### config.mk
export PLATFORM = sky130hd
export DESIGN_NAME = traffic_phase_scheduler
export DESIGN_NICKNAME = d
export VERILOG_FILES = /design/src/rtl/traffic_pkg.sv /design/src/rtl/traffic_phase_scheduler_timer.sv /design/src/rtl/traffic_phase_scheduler.sv
export SDC_FILE = /design/constraint.sdc
export NUM_CORES = 1
export LEC_CHECK = 0
export ABC_AREA = 1
export CAP_MARGIN = 40
export CORE_UTILIZATION = 49
export CTS_CLUSTER_DIAMETER = 120
export DETAILED_ROUTE_END_ITERATION = 6
export DONT_BUFFER_PORTS = 1
export PLACE_DENSITY_LB_ADDON = 0.3
export SLEW_MARGIN = 20
export SYNTH_ARGS = -nofsm -noshare
export SYNTH_HDL_FRONTEND = slang
export SYNTH_SLANG_ARGS = --single-unit
### constraint.sdc
create_clock -name clk -period 2 [get_ports clk]
set_input_delay 0.4 -clock clk [delete_from_list [all_inputs] [get_ports clk]]
set_output_delay 0.4 -clock clk [all_outputs]
set_load 0.1 [all_outputs]
### src/rtl/traffic_pkg.sv
// traffic_pkg: shared light encodings, phase codes and timer width for the intersection controller
package traffic_pkg;
  localparam int TIMER_W = 8;
  localparam logic [2:0] RED = 3'b001;
  localparam logic [2:0] YELLOW = 3'b010;
  localparam logic [2:0] GREEN = 3'b100;
  typedef enum logic [2:0] {
    PH_MAIN_GREEN = 3'd0,
    PH_MAIN_YELLOW = 3'd1,
    PH_CLEAR_TO_SIDE = 3'd2,
    PH_SIDE_GREEN = 3'd3,
    PH_SIDE_YELLOW = 3'd4,
    PH_CLEAR_TO_MAIN = 3'd5
  } phase_t;
endpackage

### src/rtl/traffic_phase_scheduler_timer.sv
// phase_timer: loadable down-counter that parks at zero; done flags zero
module phase_timer
  import traffic_pkg::*;
#(
  parameter logic [TIMER_W-1:0] RST_VAL = '0
) (
  input  logic               clk,
  input  logic               rst,
  input  logic               load,
  input  logic [TIMER_W-1:0] load_val,
  output logic               done
);
  logic [TIMER_W-1:0] cnt;
  always_ff @(posedge clk)
    if (rst) cnt <= RST_VAL;
    else if (load) cnt <= load_val;
    else if (cnt != '0) cnt <= cnt - 1'b1;
  assign done = cnt == '0;
endmodule

### src/rtl/traffic_phase_scheduler.sv
// traffic_phase_scheduler: timed main/side phase sequencer with pedestrian latch and walk signal
module traffic_phase_scheduler
  import traffic_pkg::*;
#(
  parameter int MAIN_GREEN_MIN = 8,
  parameter int SIDE_GREEN = 6,
  parameter int YELLOW = 3,
  parameter int ALL_RED = 1
) (
  input  logic       clk,
  input  logic       rst,
  input  logic       side_req,
  input  logic       ped_btn,
  output logic [2:0] main_light,
  output logic [2:0] side_light,
  output logic       walk,
  output logic       ped_pending,
  output logic [2:0] phase
);
  phase_t state, state_nx;
  logic done, load, enter_side, leave_side, ped_latch, walk_active;
  logic [TIMER_W-1:0] load_val;
  always_ff @(posedge clk)
    if (rst) begin
      state <= PH_MAIN_GREEN;
      ped_latch <= 1'b0;
      walk_active <= 1'b0;
    end else begin
      state <= state_nx;
      ped_latch <= enter_side ? 1'b0 : ped_latch | ped_btn;
      walk_active <= enter_side ? ped_latch | ped_btn : leave_side ? 1'b0 : walk_active;
    end
  always_comb begin
    state_nx = PH_MAIN_GREEN;
    case (state)
      PH_MAIN_GREEN: state_nx = (done && (side_req || ped_btn || ped_latch)) ? PH_MAIN_YELLOW : PH_MAIN_GREEN;
      PH_MAIN_YELLOW: state_nx = done ? PH_CLEAR_TO_SIDE : PH_MAIN_YELLOW;
      PH_CLEAR_TO_SIDE: state_nx = done ? PH_SIDE_GREEN : PH_CLEAR_TO_SIDE;
      PH_SIDE_GREEN: state_nx = done ? PH_SIDE_YELLOW : PH_SIDE_GREEN;
      PH_SIDE_YELLOW: state_nx = done ? PH_CLEAR_TO_MAIN : PH_SIDE_YELLOW;
      PH_CLEAR_TO_MAIN: state_nx = done ? PH_MAIN_GREEN : PH_CLEAR_TO_MAIN;
      default: state_nx = PH_MAIN_GREEN;
    endcase
    load = state_nx != state;
    enter_side = load && state_nx == PH_SIDE_GREEN;
    leave_side = load && state == PH_SIDE_GREEN;
    load_val = (state_nx == PH_MAIN_GREEN) ? TIMER_W'(MAIN_GREEN_MIN - 1) :
               (state_nx == PH_SIDE_GREEN) ? TIMER_W'(SIDE_GREEN - 1) :
               (state_nx == PH_MAIN_YELLOW || state_nx == PH_SIDE_YELLOW) ? TIMER_W'(YELLOW - 1) :
               TIMER_W'(ALL_RED - 1);
  end
  phase_timer #(.RST_VAL(TIMER_W'(MAIN_GREEN_MIN - 1))) u_timer (
    .clk(clk),
    .rst(rst),
    .load(load),
    .load_val(load_val),
    .done(done)
  );
  assign main_light = (state == PH_MAIN_GREEN) ? GREEN : (state == PH_MAIN_YELLOW) ? traffic_pkg::YELLOW : RED;
  assign side_light = (state == PH_SIDE_GREEN) ? GREEN : (state == PH_SIDE_YELLOW) ? traffic_pkg::YELLOW : RED;
  assign walk = walk_active && state == PH_SIDE_GREEN;
  assign ped_pending = ped_latch;
  assign phase = state;
endmodule
# Word-level counts from Yosys, hierarchy flattened

Index checks and enable logic that the tools add are counted.

Register bits: 13
Input bits: 4
Output and inout bits: 11
Word-level logic and storage cells: 47

$add $sub $neg: 1
Eq/ne operators: 9
Muxes and demuxes: 18
Bitwise logic cells: 1
Reductions and logical operators: 14

Operator list:

| kind                  | count |
|---|---|
| $mux W3               | 6 |
| $pmux W3 S6           | 1 |
| $mux W8               | 2 |
| $eq A3 B2 Y1 const B  | 3 |
| $eq A3 B3 Y1 const B  | 3 |
| $logic_not A8 Y1      | 1 |
| $mux W2               | 4 |
| $reduce_bool A8 Y1    | 1 |
| $sub A8 B1 Y8 const B | 1 |
| $eq A3 B1 Y1 const B  | 2 |
| $logic_not A3 Y1      | 2 |
| $mux W1               | 5 |
| $logic_and A1 B1 Y1   | 4 |
| $reduce_bool A2 Y1    | 2 |
| $logic_or A1 B1 Y1    | 3 |
| $ne A3 B3 Y1          | 1 |
| $reduce_or A2 Y1      | 1 |
| $or A1 B1 Y1          | 1 |

# Logic depth before layout (Yosys ltp)

Depth in word-level cells: 11
Gate-level depth with buffers: 12
Gate-level depth less buffers: 12

# Modules after synthesis

A second synthesis with hierarchy kept.

Cell total of the unflattened synthesis: 127
Area total of the unflattened synthesis: 869.6 µm²

Modules (own cells, without submodules):

| module                  | times used | cells an instance | area each (µm²) |
|---|---|---|---|
| phase_timer             | 1          | 69                | 496.7 |
| traffic_phase_scheduler | 1          | 58                | 372.9 |

# Worst setup path after synthesis

Ideal clock, no wire load.

Path kind: reg2out
From: reg state[1] (netlist: phase[1])
To: out side_light[0]
Data arrival time: 3,744 ps
Slack: -2,144 ps
Stages on the path, launching flop included: 6
Path through: dfxtp_1 > inv_1 > nor2_1 > inv_1 > nor2_1 > nor2_1

Longest elaborated chain between the ends: 3
Elaborated cells between the ends (all ways): 4

RTL lines:

| what                   | line                          | text |
|---|---|---|
| from (decl)            | traffic_phase_scheduler.sv:20 | `phase_t state, state_nx;` |
| from (signal assigned) | traffic_phase_scheduler.sv:29 | `state <= state_nx;` |
| $eq A3 B3 Y1           | traffic_phase_scheduler.sv:60 | `assign side_light = (state == PH_SIDE_GREEN) ? GREEN : (state == PH_SIDE_YELLOW) ? traffic_pkg::YELLOW : RED;` |
| $mux W2                | traffic_phase_scheduler.sv:60 |  |
| $mux W3 *              | traffic_phase_scheduler.sv:60 |  |
| to (decl)              | traffic_phase_scheduler.sv:15 | `output logic [2:0] side_light,` |

Mark *: on every way between the ends. The rest lies on a longest branch, timed or not.

# Final worst setup path

From: reg state[2] (netlist: phase[2])
To: out side_light[1]

The elaborated chain is that of the path after synthesis.

==> results.py <==
metrics = {
    "hold_path": {
        "worstHoldPathType": "input pin to register",
    },
    "critical_path": {
        "critPathTopFamily": "flip-flops",
        "critical_path.max_stage_delay_ns": 0.59,
        "crit_start": "phase[2]$_SDFF_PP0_",
        "ff2ff_path_depth": 9,
        "worstSetupPathType": "register to output pin",
        "cp-start-kind": "register",
        "endpoint_kind": "output pin",
        "critPathRequiredTime_ns": 1.60,
        "cp-endpoint": "side_light[1]",
        "path_cells": "inv_4 > nor3_4 > buf_6",
        "cpMaxStageDelayCell": "dfxtp_4",
        "critical_path_arrival_ns": 1.54,
        "path_max_fanout": 6,
        "timing.rr.end": "u_timer.cnt[1]$_SDFFE_PP1P_",
        "cp_num_cells": 3,
        "r2r_slack_ns": 0.43,
        "cp_num_buf_inv": 2,
        "r2r-start": "u_timer.cnt[0]$_SDFFE_PP1P_",
    },
    "pwr": {
        "powerDensity_mw_per_mm2": 477.9,
        "leakagePower_uw": 0.0004950,
        "ir_worst_vdd_v": 0.0005163,
    },
    "global_route": {
        "grt_max_degree": 11,
        "gr-usage-met3_pct": 7.347,
        "use_met2_pct": 32.94,
        "antenna_found_initial": 0,
        "grt_pass1_vias": 719,
        "grt_first_pass_wirelength_mm": 2.973,
        "grt-busiest-layer": "met2",
        "grt_usage_pct": 20.79,
        "grt_use_met1_pct": 27.64,
        "overflow": 0,
    },
    "logic_synthesis": {
        "syn_avg_cell_area_sq_um": 6.852,
        "netlist_top_cells_area": "dfxtp_1 30%, nand2_1 13%, nor2_1 9.8%, inv_1 6.0%, nor2_2 4.3%",
        "synth-simple-area-share_pct": 48.36,
        "synthCells": 128,
        "synth-xor-area-share_pct": 4.993,
        "yosysMostFrequentCell": "nand2_1",
        "ys_seq_area_share_pct": 29.67,
        "syn-cell-area_sq_um": 877.1,
        "ys_types": 28,
        "synth_top_cells_by_count": "30 x nand2_1, 23 x nor2_1, 14 x inv_1",
        "synth_enable_flop_cells": 0,
        "synthFlopType": "dfxtp_1",
        "synth_top_area_cell": "dfxtp_1",
        "synth_top_area_share_pct": 29.67,
        "synthMuxAreaShare_pct": 0,
        "syn-num-nets": 134,
        "synthAdderAreaFrac_pct": 2.853,
        "synth_async_sr_flop_share_pct": 0,
        "synth_top_family_by_area": "simple AND/OR/NAND/NOR gates",
        "synth_compound_area_share_pct": 4.850,
        "ys.warnings.count": 0,
        "yosys_register_bits": 13,
    },
    "timing": {
        "timing.fmax_mhz": 515.4,
        "fin_hold_ws_ns": 0.1627,
        "hold_viol": 0,
        "rsz0062_at_grt": "no",
        "relSlewSlack_pct": 75.65,
        "worstMarginPinSlew_ns": 0.3652,
        "maxSlewViolCount": 0,
        "fin_crit_sh_pct": 97.02,
        "post-route-min-period_ns": 1.940,
        "fin_skew_ns": 0.003581,
        "setup_viol": 0,
        "layout_setup_ws_ns": 0.05961,
    },
    "clocking": {
        "htree_levels": 1,
        "cts_tree": "built",
        "root_buffer": "clkbuf_4",
        "clk_latency_ns": 0.28,
        "cts_sinks": 13,
        "cts_buffer_depth": 2,
        "cts_setup_buffers": 0,
        "cts.clk_slew.worst_paths_ns": 0.09,
        "cts-buffers-inserted": 3,
        "cts.hold.buffers_added": 0,
    },
    "drt": {
        "drc": 0,
        "postRouteAntennaNets": 0,
        "routed_wl_mm": 1.779,
        "vias": 790,
        "drt_iter0_drc": 9,
        "vias_per_cell": 4.817,
        "drt_pass1_iterations": 4,
        "wire_per_inst_microns": 10.85,
    },
    "finish": {
        "design_area_sq_mm": 0.001079,
        "syn_to_final_growth_pct": 22.97,
        "drive_gt1_share_pct": 28.57,
        "diodes": 0,
        "final_cells": 164,
        "final_nets": 147,
    },
    "place": {
        "numPortBuffers": 0,
        "numPlacedInstances": 160,
        "gp_congestion": 0.8210,
        "postPlaceCellArea_sq_mm": 0.001044,
        "dp.final_hpwl_mm": 1.451,
        "place_ws_ns": 0.3197,
    },
    "floorplan": {
        "start_util_pct": 55.02,
        "die_w_microns": 44.31,
        "row_count": 14,
        "ioPinCount": 15,
        "core_sq_mm": 0.001594,
        "dieArea_sq_mm": 0.001963,
        "die_h_microns": 44.31,
    },
    "flow_run": {
        "drv_cap": 0,
    },
    "outcome": {
        "status": "complete, no violations",
    },
}
-- power breakdown --
group          total [uW]  internal, uW  switching, uW
combinational        75.2          23.5           51.6
sequential            271           264           7.81
clock                 169          74.3           94.7
total                 515           361            154
-- how the worst min path moves through the flow --
stage	from	to	cells past startpoint
5_1_grt	rst	phase[1]$_SDFF_PP0_	1
3_3_place_gp	u_timer.cnt[0]$_SDFFE_PP1P_	u_timer.cnt[0]$_SDFFE_PP1P_	2
4_1_cts	rst	phase[1]$_SDFF_PP0_	1
6_report	rst	phase[2]$_SDFF_PP0_	1
3_5_place_dp	rst	phase[2]$_SDFF_PP0_	1
2_1_floorplan	u_timer.cnt[0]$_SDFFE_PP1P_	u_timer.cnt[0]$_SDFFE_PP1P_	2
-- registers in the layout, indices dropped and copies added, names as in the netlist --
signal / cells
u_timer.cnt: 8
phase: 3
ped_pending: 1
walk_active: 1
-- cells in the final DEF (no fill, tap or decap), drive strengths merged --
| cell | synthesis | layout |
|---|---|---|
| nand3b | 1 | 1 |
| xor2 | 3 | 3 |
| xnor2 | 2 | 2 |
| nand2 | 36 | 36 |
| o211ai | 1 | 1 |
| nand3 | 4 | 4 |
| nand4 | 4 | 4 |
| dfxtp | 13 | 13 |
| buf | 1 | 10 |
| nor3 | 4 | 4 |
| clkbuf | 1 | 3 |
| nor2 | 31 | 31 |
| a21oi | 4 | 4 |
| clkinv | 2 | 3 |
| ha | 2 | 2 |
| and3 | 1 | 1 |
| inv | 15 | 15 |
| o21ai | 3 | 3 |
-- layout make-up --
type                    count  area, sq um
multi-input cells          96        575.6
fillers                   149        515.5
flip-flops and latches     13        271.5
repair buffers             10        107.6
inverters                  17        66.31
well taps                  24        30.03
clock buffers               3        22.52
clock inverters             1        5.005
-- kinds of logic (layout without fill, tap and decap cells) --
family,after synthesis,count (layout)
AO/OA/AOI/OAI,8,8
XOR/XNOR,5,5
adder cells (fa/ha/maj),2,2
buffers and inverters,19,31
flip-flops,13,13
AND/OR/NAND/NOR,81,81
-- worst reg2reg max path: stages (launching register included) --
cell and delay [ns]:
dfxtp_1 0.32, inv_1 0.13, ha_1 0.20, nand2_2 0.11, nor2_8 0.22, nand3_2 0.13
nor2_2 0.17, nor2_1 0.07, nand2_1 0.06, nand4_1 0.07
-- metal layers --
metal | share of wire (%) | routed length (microns)
met5 | 0 | 0
met4 | 0.62 | 11
met3 | 3.5 | 62
met2 | 47 | 833
met1 | 49 | 871
-- metrics by stage --
stage                     TNS (ns)  power, uW  utilization [%]
final                            0      515.5            67.66
after global routing             0      541.8            67.66
after CTS                        0      518.6            67.43
after detailed placement         0      352.7            65.46
after global placement           0      350.3            65.46
after floorplan            -0.9212      342.3                -
-- timing repair --
item | in CTS | in global routing
pin swaps | 0 | 0
resized for setup | 1 | 1
setup endpoints to repair | 1 | 1
No activity file was read; power rests on OpenSTA's default activity.
